## src/rtl/zigzag_reorder_pp.sv

```systemverilog
// Double-buffered N x N coefficient reorder buffer: accepts a block in raster
// order and emits it in zigzag order (or raster order when bypassed).
module zigzag_reorder_pp #(
  parameter int DW = 12,
  parameter int N  = 8
) (
  input  logic          clk,
  input  logic          rst,
  input  logic          in_valid,
  output logic          in_ready,
  input  logic [DW-1:0] in_data,
  input  logic          in_zz,
  output logic          out_valid,
  input  logic          out_ready,
  output logic [DW-1:0] out_data,
  output logic          out_first,
  output logic          out_last
);

  localparam int NN = N * N;
  localparam int CW = $clog2(N);
  localparam int AW = 2 * CW;

  logic [DW-1:0] bank_q [2][NN];

  logic          wb_q, wb_d;
  logic          rb_q, rb_d;
  logic [AW-1:0] wcnt_q, wcnt_d;
  logic [AW-1:0] rcnt_q, rcnt_d;
  logic [1:0]    full_q, full_d;
  logic [1:0]    zz_q, zz_d;
  logic [CW-1:0] r_q, r_d;
  logic [CW-1:0] c_q, c_d;
  logic          up_q, up_d;
  logic          out_valid_q, out_valid_d;
  logic          out_first_q, out_first_d;
  logic          out_last_q, out_last_d;
  logic [DW-1:0] out_data_q, out_data_d;

  logic          wr_fire;
  logic          ld;
  logic          w_last;
  logic          r_last;
  logic [AW-1:0] rd_addr;

  assign in_ready = !full_q[wb_q];
  assign wr_fire  = in_valid && in_ready;
  assign ld       = full_q[rb_q] && (!out_valid_q || out_ready);
  assign w_last   = (wcnt_q == AW'(NN - 1));
  assign r_last   = (rcnt_q == AW'(NN - 1));
  // N is a power of two, so r*N + c is just the concatenation {r, c}.
  assign rd_addr  = zz_q[rb_q] ? {r_q, c_q} : rcnt_q;

  always_comb begin
    // NOTE: every variable gets a default first so no path infers a latch.
    wb_d        = wb_q;
    rb_d        = rb_q;
    wcnt_d      = wcnt_q;
    rcnt_d      = rcnt_q;
    full_d      = full_q;
    zz_d        = zz_q;
    r_d         = r_q;
    c_d         = c_q;
    up_d        = up_q;
    out_valid_d = out_valid_q;
    out_first_d = out_first_q;
    out_last_d  = out_last_q;
    out_data_d  = out_data_q;

    if (wr_fire) begin
      if (wcnt_q == '0) zz_d[wb_q] = in_zz;
      if (w_last) begin
        full_d[wb_q] = 1'b1;
        wb_d         = !wb_q;
        wcnt_d       = '0;
      end else begin
        wcnt_d = wcnt_q + 1'b1;
      end
    end

    // Write and read completion always target different banks, so both
    // updates to full_d can land in the same cycle.
    if (ld) begin
      out_valid_d = 1'b1;
      out_data_d  = bank_q[rb_q][rd_addr];
      out_first_d = (rcnt_q == '0);
      out_last_d  = r_last;
      if (r_last) begin
        full_d[rb_q] = 1'b0;
        rb_d         = !rb_q;
        rcnt_d       = '0;
        r_d          = '0;
        c_d          = '0;
        up_d         = 1'b1;
      end else begin
        rcnt_d = rcnt_q + 1'b1;
        if (up_q) begin
          if (c_q == CW'(N - 1)) begin
            r_d  = r_q + 1'b1;
            up_d = 1'b0;
          end else if (r_q == '0) begin
            c_d  = c_q + 1'b1;
            up_d = 1'b0;
          end else begin
            r_d = r_q - 1'b1;
            c_d = c_q + 1'b1;
          end
        end else begin
          if (r_q == CW'(N - 1)) begin
            c_d  = c_q + 1'b1;
            up_d = 1'b1;
          end else if (c_q == '0) begin
            r_d  = r_q + 1'b1;
            up_d = 1'b1;
          end else begin
            r_d = r_q + 1'b1;
            c_d = c_q - 1'b1;
          end
        end
      end
    end else if (out_ready) begin
      out_valid_d = 1'b0;
    end
  end

  // NOTE: sequential state uses non-blocking assignments so every register
  // samples the pre-edge value of every other register.
  always_ff @(posedge clk) begin
    if (rst) begin
      wb_q        <= 1'b0;
      rb_q        <= 1'b0;
      wcnt_q      <= '0;
      rcnt_q      <= '0;
      full_q      <= '0;
      zz_q        <= '0;
      r_q         <= '0;
      c_q         <= '0;
      up_q        <= 1'b1;
      out_valid_q <= 1'b0;
      out_first_q <= 1'b0;
      out_last_q  <= 1'b0;
      out_data_q  <= '0;
    end else begin
      wb_q        <= wb_d;
      rb_q        <= rb_d;
      wcnt_q      <= wcnt_d;
      rcnt_q      <= rcnt_d;
      full_q      <= full_d;
      zz_q        <= zz_d;
      r_q         <= r_d;
      c_q         <= c_d;
      up_q        <= up_d;
      out_valid_q <= out_valid_d;
      out_first_q <= out_first_d;
      out_last_q  <= out_last_d;
      out_data_q  <= out_data_d;
    end
  end

  // NOTE: the bank RAM has no reset; stale words are never read because the
  // full flags, which are reset, gate every read.
  always_ff @(posedge clk) begin
    if (wr_fire) bank_q[wb_q][wcnt_q] <= in_data;
  end

  assign out_valid = out_valid_q;
  assign out_first = out_first_q;
  assign out_last  = out_last_q;
  assign out_data  = out_data_q;

endmodule

```

## config.mk

```make
export PLATFORM = sky130hd
export DESIGN_NAME = zigzag_reorder_pp
export DESIGN_NICKNAME = d
export VERILOG_FILES = /design/src/rtl/zigzag_reorder_pp.sv
export SDC_FILE = /design/constraint.sdc
export NUM_CORES = 1
export LEC_CHECK = 0
export ABC_CLOCK_PERIOD_IN_PS = 5800
export CORE_ASPECT_RATIO = 1.5
export CORE_UTILIZATION = 57
export CTS_CLUSTER_SIZE = 14
export DETAILED_ROUTE_END_ITERATION = 10
export MAX_ROUTING_LAYER = met4
export PLACE_DENSITY = 0.69
export SLEW_MARGIN = 20
export SYNTH_ARGS = -nofsm -noshare
export SYNTH_HDL_FRONTEND = slang
export SYNTH_SLANG_ARGS = --single-unit
```

## constraint.sdc

```tcl
create_clock -name clk -period 5.8 [get_ports clk]
set_input_delay 0.58 -clock clk [delete_from_list [all_inputs] [get_ports clk]]
set_output_delay 0.58 -clock clk [all_outputs]
set_load 0.02 [all_outputs]
```

==> impl_metrics.py, run 1 <==
metrics = {
    "timing": {
        "slew_violations": 0,
        "fin_crit_sh_pct": 84.8,
        "grt_setup_unrepaired": "false",
        "relSlewSlack_pct": 18.4,
        "max_freq_ghz": 0.203,
        "setup_viol": 0,
        "hold_viol": 0,
        "period_needed_ns": 4.92,
        "setup_tns_ns": 0,
        "fin_skew_ns": 0.0291,
        "worst_pin_slew_ns": 1.22,
    },
    "placement": {
        "numPortBuffers": 32,
        "gp_congestion": 1.05,
        "post-dp-hpwl_microns": 122000,
        "place_area_sq_mm": 0.0651,
    },
    "die": {
        "io_pins": 33,
        "core_area_sq_mm": 0.107,
        "die_w_microns": 271,
        "die_area_sq_mm": 0.110,
        "row_count": 147,
        "die_y_microns": 406,
        "initial_core_util_pct": 57.8,
    },
    "power_and_ir_drop": {
        "p_int_mw": 17.5,
        "combPwrFrac_pct": 1.4,
        "p_per_area_mw_per_mm2": 315,
        "power_switching_mw": 4.39,
        "p_seq_share_pct": 57.2,
        "clock_power_share_pct": 41.4,
        "switching_share_pct": 20.1,
        "irDropWorstVdd_mv": 0.300,
        "p_leak_nw": 21.7,
    },
    "yosys": {
        "yosysMostFrequentCell": "edfxtp_1",
        "ys_ff_latch": 1577,
        "syn_area_sq_mm": 0.0621,
        "yosys.area_share.simple_pct": 6.82,
        "synthTopCellsByArea": "edfxtp_1 (74%), mux4_2 (8.3%), nand2_1 (2.9%)",
        "synth_ff_type": "edfxtp_1",
        "synth_commonest_cells": "edfxtp_1 (1536), nand2_1 (476), nor2_1 (235), mux4_2 (230), mux2i_1 (108)",
        "synth_top_area_share_pct": 74.3,
        "synth_mux_area_share_pct": 10.6,
        "synthCells": 3602,
        "synth_nets": 3631,
        "synth_compound_area_share_pct": 4.91,
        "synth_top_family_by_area": "multiplexers",
        "yosysUniqueCellTypes": 71,
        "yosysWarnings": 0,
        "synth_fa_ha_area_share_pct": 0.242,
        "yosysSeqAreaShare_pct": 75.6,
        "synth_edf_count": 1536,
        "synthArstFlopShare_pct": 0,
        "synth_top_cell_by_area": "edfxtp_1",
        "synth-xor-area-share_pct": 0.212,
        "syn_area_per_cell_sq_um": 17.2,
    },
    "cts": {
        "root_buffer": "clkbuf_16",
        "cts_sinks": 1577,
        "cts_tree": "done",
        "clk_latency_ns": 0.79,
        "cts.htree.levels": 4,
        "clkTransAtPathRegs_ns": 0.07,
        "post-cts-setup-buffer-count": 0,
        "cts.repair.resized": 0,
        "clock_path_buffers": 3,
        "hold_buffers": 0,
        "cts-buffers-inserted": 144,
    },
    "worst_hold_path": {
        "min_from": "in_data[7]",
        "whs_endpoint": "bank_q[1][79]",
        "min_path_cells": 1,
        "min_path_type": "in2reg",
    },
    "finish": {
        "n_fill_cell": 7516,
        "area_growth_pct": 12.0,
        "final_util_pct": 64.7,
        "final_nets": 3830,
        "fin_area_sq_mm": 0.0695,
        "drive_above_1_share_pct": 18.4,
    },
    "routing": {
        "drt_iter0_drc": 5358,
        "viasPerCell": 6.84,
        "num_vias": 36400,
        "routed_wl_microns": 188000,
        "avgRoutedWirePerCell_microns": 35.4,
        "drc_errors": 0,
        "detail-route-antenna-nets": 0,
        "first_pass_iters": 7,
    },
    "run": {
        "drv_cap": 0,
    },
    "worst_setup_path": {
        "timing.rr.start": "rb_q",
        "reg2reg_slack_ns": 0.88,
        "crit_type": "reg2reg",
        "end_kind": "flip-flop",
        "r2r_cells": 8,
        "r2r-end": "out_data[1]",
        "worstPathRequired_ns": 6.49,
        "startpoint_type": "flip-flop",
        "critPathArrivalTime_ns": 5.61,
        "worstPathMaxFanout": 115,
    },
    "global_routing": {
        "grt_pass1_vias": 35900,
        "grt_max_degree": 116,
        "grtUsageTotal_pct": 36.0,
        "overflow": 0,
        "grt_pass1_wl_microns": 267000,
        "grt_antenna_before_repair": 5,
    },
    "run_status": {
        "status": "complete, no violations",
    },
}
[metrics by stage]
| step | setup WS (ns) | total power [mW] | std cells | hold slack, ns |
|---|---|---|---|---|
| after global routing | 0.777 | 22.4 | 5323 | 0.252 |
| final | 0.880 | 21.9 | 5325 | 0.271 |
| after detailed placement | 1.02 | 13.1 | 5069 | 0.487 |
| after global placement | 1.11 | 13.0 | 5069 | 0.465 |
| after floorplan | 2.65 | 12.8 | 3602 | 0.473 |
| after CTS | 0.993 | 21.9 | 5318 | 0.247 |
[flip-flops by register name (all words and copies together), names as in the netlist, named ones only]
register / count
bank_q: 1536
c_q: 3
full_q: 2
out_data: 12
out_first: 1
out_last: 1
out_valid: 1
r_q: 3
rb_q: 1
rcnt_q: 6
up_q: 1
wb_q: 1
wcnt_q: 6
zz_q: 2
[cell families (layout without fill, tap and decap cells)]
group | after synthesis | in the layout
flip-flops | 1577 | 1577
XOR/XNOR | 15 | 15
buffers and inverters | 217 | 519
AO/OA/AOI/OAI | 435 | 435
multiplexers | 361 | 361
other | 0 | 6
adder cells (fa/ha/maj) | 12 | 12
AND/OR/NAND/NOR | 985 | 985
[layer usage]
layer / track usage (%) / up-vias / wire length [microns]
li1: - / 14700 / -
met1: 45.0 / 18800 / 66200
met5: - / - / 0
met4: 20.8 / 0 / 13000
met3: 7.68 / 532 / 19600
met2: 54.8 / 2397 / 89500
[how the worst max path moves through the flow]
stage / start / endpoint
2_1_floorplan: wb_q / bank_q[0][384]
3_3_place_gp: rb_q / out_data[1]
3_5_place_dp: rb_q / out_data[1]
4_1_cts: rb_q / out_data[1]
5_1_grt: rb_q / out_data[3]
6_report: rb_q / out_data[1]
[power by group through the flow]
stage	logic [mW]	registers, mW	clock network, mW
final	0.310	12.5	9.07
after global routing	0.321	12.5	9.54
after CTS	0.304	12.5	9.13
after detailed placement	0.304	12.8	0
after global placement	0.288	12.8	0
after floorplan	0.0573	12.8	0
[final cells by class]
| cell class | count | area, sq um | share of cell area, % |
|---|---|---|---|
| inverters | 18 | 67.6 | 0.0972 |
| clock buffers | 181 | 3870 | 5.56 |
| multi-input cells | 1808 | 14300 | 20.5 |
| well taps | 1415 | 1770 | 2.55 |
| clock inverters | 68 | 524 | 0.754 |
| repair buffers | 252 | 2090 | 3.00 |
| flip-flops and latches | 1577 | 46900 | 67.5 |
| diodes | 6 | 15.0 | 0.0216 |
[critical path, stage by stage (launching register included)]
cell and delay, ns:
dfxtp_1 0.51, mux2i_4 0.75, mux2i_4 0.85, buf_12 0.54, mux4_2 0.39, mux2i_1 0.08, o21ai_0 0.59, nand3_1 0.59
o211ai_1 0.34
[layout by cell type (no fill, tap or decap), types with 10 or more instances in the layout]
cell type           n
edfxtp_1         1536
nand2_1           475
mux4_2            230
nor2_1            219
buf_4             219
clkbuf_16         148
mux2i_1           102
nand3_1            82
o21ai_0            62
a21oi_1            60
and3_1             57
o22ai_1            48
nor3_1             47
a31oi_1            44
dfxtp_1            40
clkinv_1           32
o221ai_1           30
o211ai_1           29
a311oi_1           29
clkbuf_1           29
nand4_1            23
mux2_2             20
clkdlybuf4s50_1    20
clkinv_2           19
nor2_2             17
a211oi_1           17
inv_1              16
a22oi_1            13
nor2b_1            12
a32oi_1            12
ha_1               12
buf_12             12
xnor2_1            10
o311ai_0           10
Note: power is estimated with default switching activity, not from simulation.
==> run 2: changes to the inputs <==
- ABC_CLOCK_PERIOD_IN_PS: 5800 -> 5100
- clock period: 5.8 -> 5.1 ns (I/O delays scaled with it)
==> impl_metrics.py, run 2 (same netlist as run 1, synthesis figures left out) <==
metrics = {
    "placement": {
        "post-dp-hpwl_microns": 127000,
        "dp_cells": 5106,
        "gp_congestion": 1.04,
        "numPortBuffers": 32,
        "place_area_sq_mm": 0.0655,
    },
    "worst_hold_path": {
        "min_path_cells": 1,
        "min_path_type": "in2reg",
    },
    "cts": {
        "cts.htree.levels": 4,
        "hold_buffers": 0,
        "cts.repair.resized": 0,
        "post-cts-setup-buffer-count": 0,
        "cts_sinks": 1577,
        "cts-buffers-inserted": 145,
        "clkTransAtPathRegs_ns": 0.07,
        "clk_latency_ns": 0.79,
        "clock_path_buffers": 3,
        "root_buffer": "clkbuf_16",
        "cts_tree": "done",
    },
    "global_routing": {
        "grt_max_degree": 83,
        "overflow": 0,
        "use_met2_pct": 57.7,
        "grt_use_met3_pct": 7.84,
        "gr-usage-met1_pct": 46.8,
        "grt.busiest_layer": "met2",
        "grtUsageTotal_pct": 37.2,
        "grt_pass1_wl_microns": 274000,
        "grt_pass1_vias": 35600,
        "grt_antenna_before_repair": 10,
    },
    "worst_setup_path": {
        "slowest_delay_ns": 0.87,
        "path_cells": "inv_2 -> buf_12 -> nor2_1 -> buf_4 -> a221oi_1 -> buf_2 -> o211ai_1 -> a31oi_1 -> a2111o_1",
        "startpoint_type": "flip-flop",
        "crit_family": "buffers and inverters",
        "cp.depth": 9,
        "worstPathRequired_ns": 5.77,
        "slowest_stage": "nor2_1",
        "worstPathMaxFanout": 36,
        "critPathArrivalTime_ns": 5.27,
        "crit_buf_inv": 4,
        "r2r_cells": 9,
        "crit_type": "reg2reg",
        "end_kind": "flip-flop",
    },
    "routing": {
        "num_vias": 36600,
        "drc_errors": 0,
        "first_pass_iters": 6,
        "routed_wl_microns": 195000,
        "viasPerCell": 6.82,
        "avgRoutedWirePerCell_microns": 36.4,
        "detail-route-antenna-nets": 0,
        "drt_iter0_drc": 5402,
    },
    "timing": {
        "setup_tns_ns": 0,
        "fin_skew_ns": 0.0242,
        "setup_viol": 0,
        "fin_crit_sh_pct": 90.2,
        "period_needed_ns": 4.60,
        "relSlewSlack_pct": 23.0,
        "slew_violations": 0,
        "hold_viol": 0,
        "max_freq_ghz": 0.217,
        "grt_setup_unrepaired": "false",
        "worst_pin_slew_ns": 1.15,
    },
    "die": {
        "row_count": 147,
        "initial_core_util_pct": 57.8,
        "io_pins": 33,
        "core_area_sq_mm": 0.107,
        "die_w_microns": 271,
        "die_y_microns": 406,
        "die_area_sq_mm": 0.110,
    },
    "power_and_ir_drop": {
        "p_per_area_mw_per_mm2": 357,
        "p_leak_nw": 22.0,
        "irDropWorstVdd_mv": 0.331,
    },
    "finish": {
        "fin_area_sq_mm": 0.0699,
        "final_util_pct": 65.1,
        "top_register": "bank_q",
        "area_growth_pct": 12.6,
        "largest_reg_flops": 1536,
        "final_nets": 3868,
        "final_cell_mix": "edfxtp_1 (1536), nand2_1 (476), buf_4 (249), mux4_2 (230), nor2_1 (220)",
        "final_common_cell": "edfxtp_1",
        "final_cells": 5365,
        "drive_above_1_share_pct": 18.9,
    },
    "run": {
        "drv_cap": 0,
    },
    "run_status": {
        "status": "complete, no violations",
    },
}
## run 2: cell type report
cell class                 instances  area, sq um
antenna                            9         22.5
clock buffer                     184         3820
clock inverter                    65          603
fill                            7515        37500
inverter                          18         67.6
multi-input combinational       1808        14200
sequential                      1577        46900
tap                             1415         1770
timing repair buffer             289         2440
## run 2: where the power goes
group          total, mW  internal [mW]  switching [mW]
Clock               10.4           5.71            4.67
Sequential          14.2           14.2         0.00801
Combinational      0.362         0.0483           0.314
Total               25.0           20.0            5.00
## run 2: path summary, 6_finish.rpt
path	start	to	slack [ns]
setup reg to reg	flip-flop	out_data[10]	0.50
hold reg to reg	out_first	out_first	0.47
setup / recovery	flip-flop	out_data[10]	0.50
hold / removal	in_data[0]	bank_q[0][660]	0.32
## run 2: routing by layer
metal  routed length [microns]  vias up
met5                         0        -
met4                     12000        0
met3                     20100      534
met2                     94000     2407
met1                     69300    18800
li1                          -    14800
## run 2: through the flow
step | worst slack, ns | power, mW | hold slack (ns)
floorplan | 1.95 | 14.6 | 0.473
global placement | 0.433 | 14.8 | 0.457
detailed placement | 0.670 | 14.9 | 0.455
CTS | 0.669 | 25.0 | 0.281
global route | 0.640 | 25.5 | 0.310
finish | 0.502 | 25.0 | 0.315
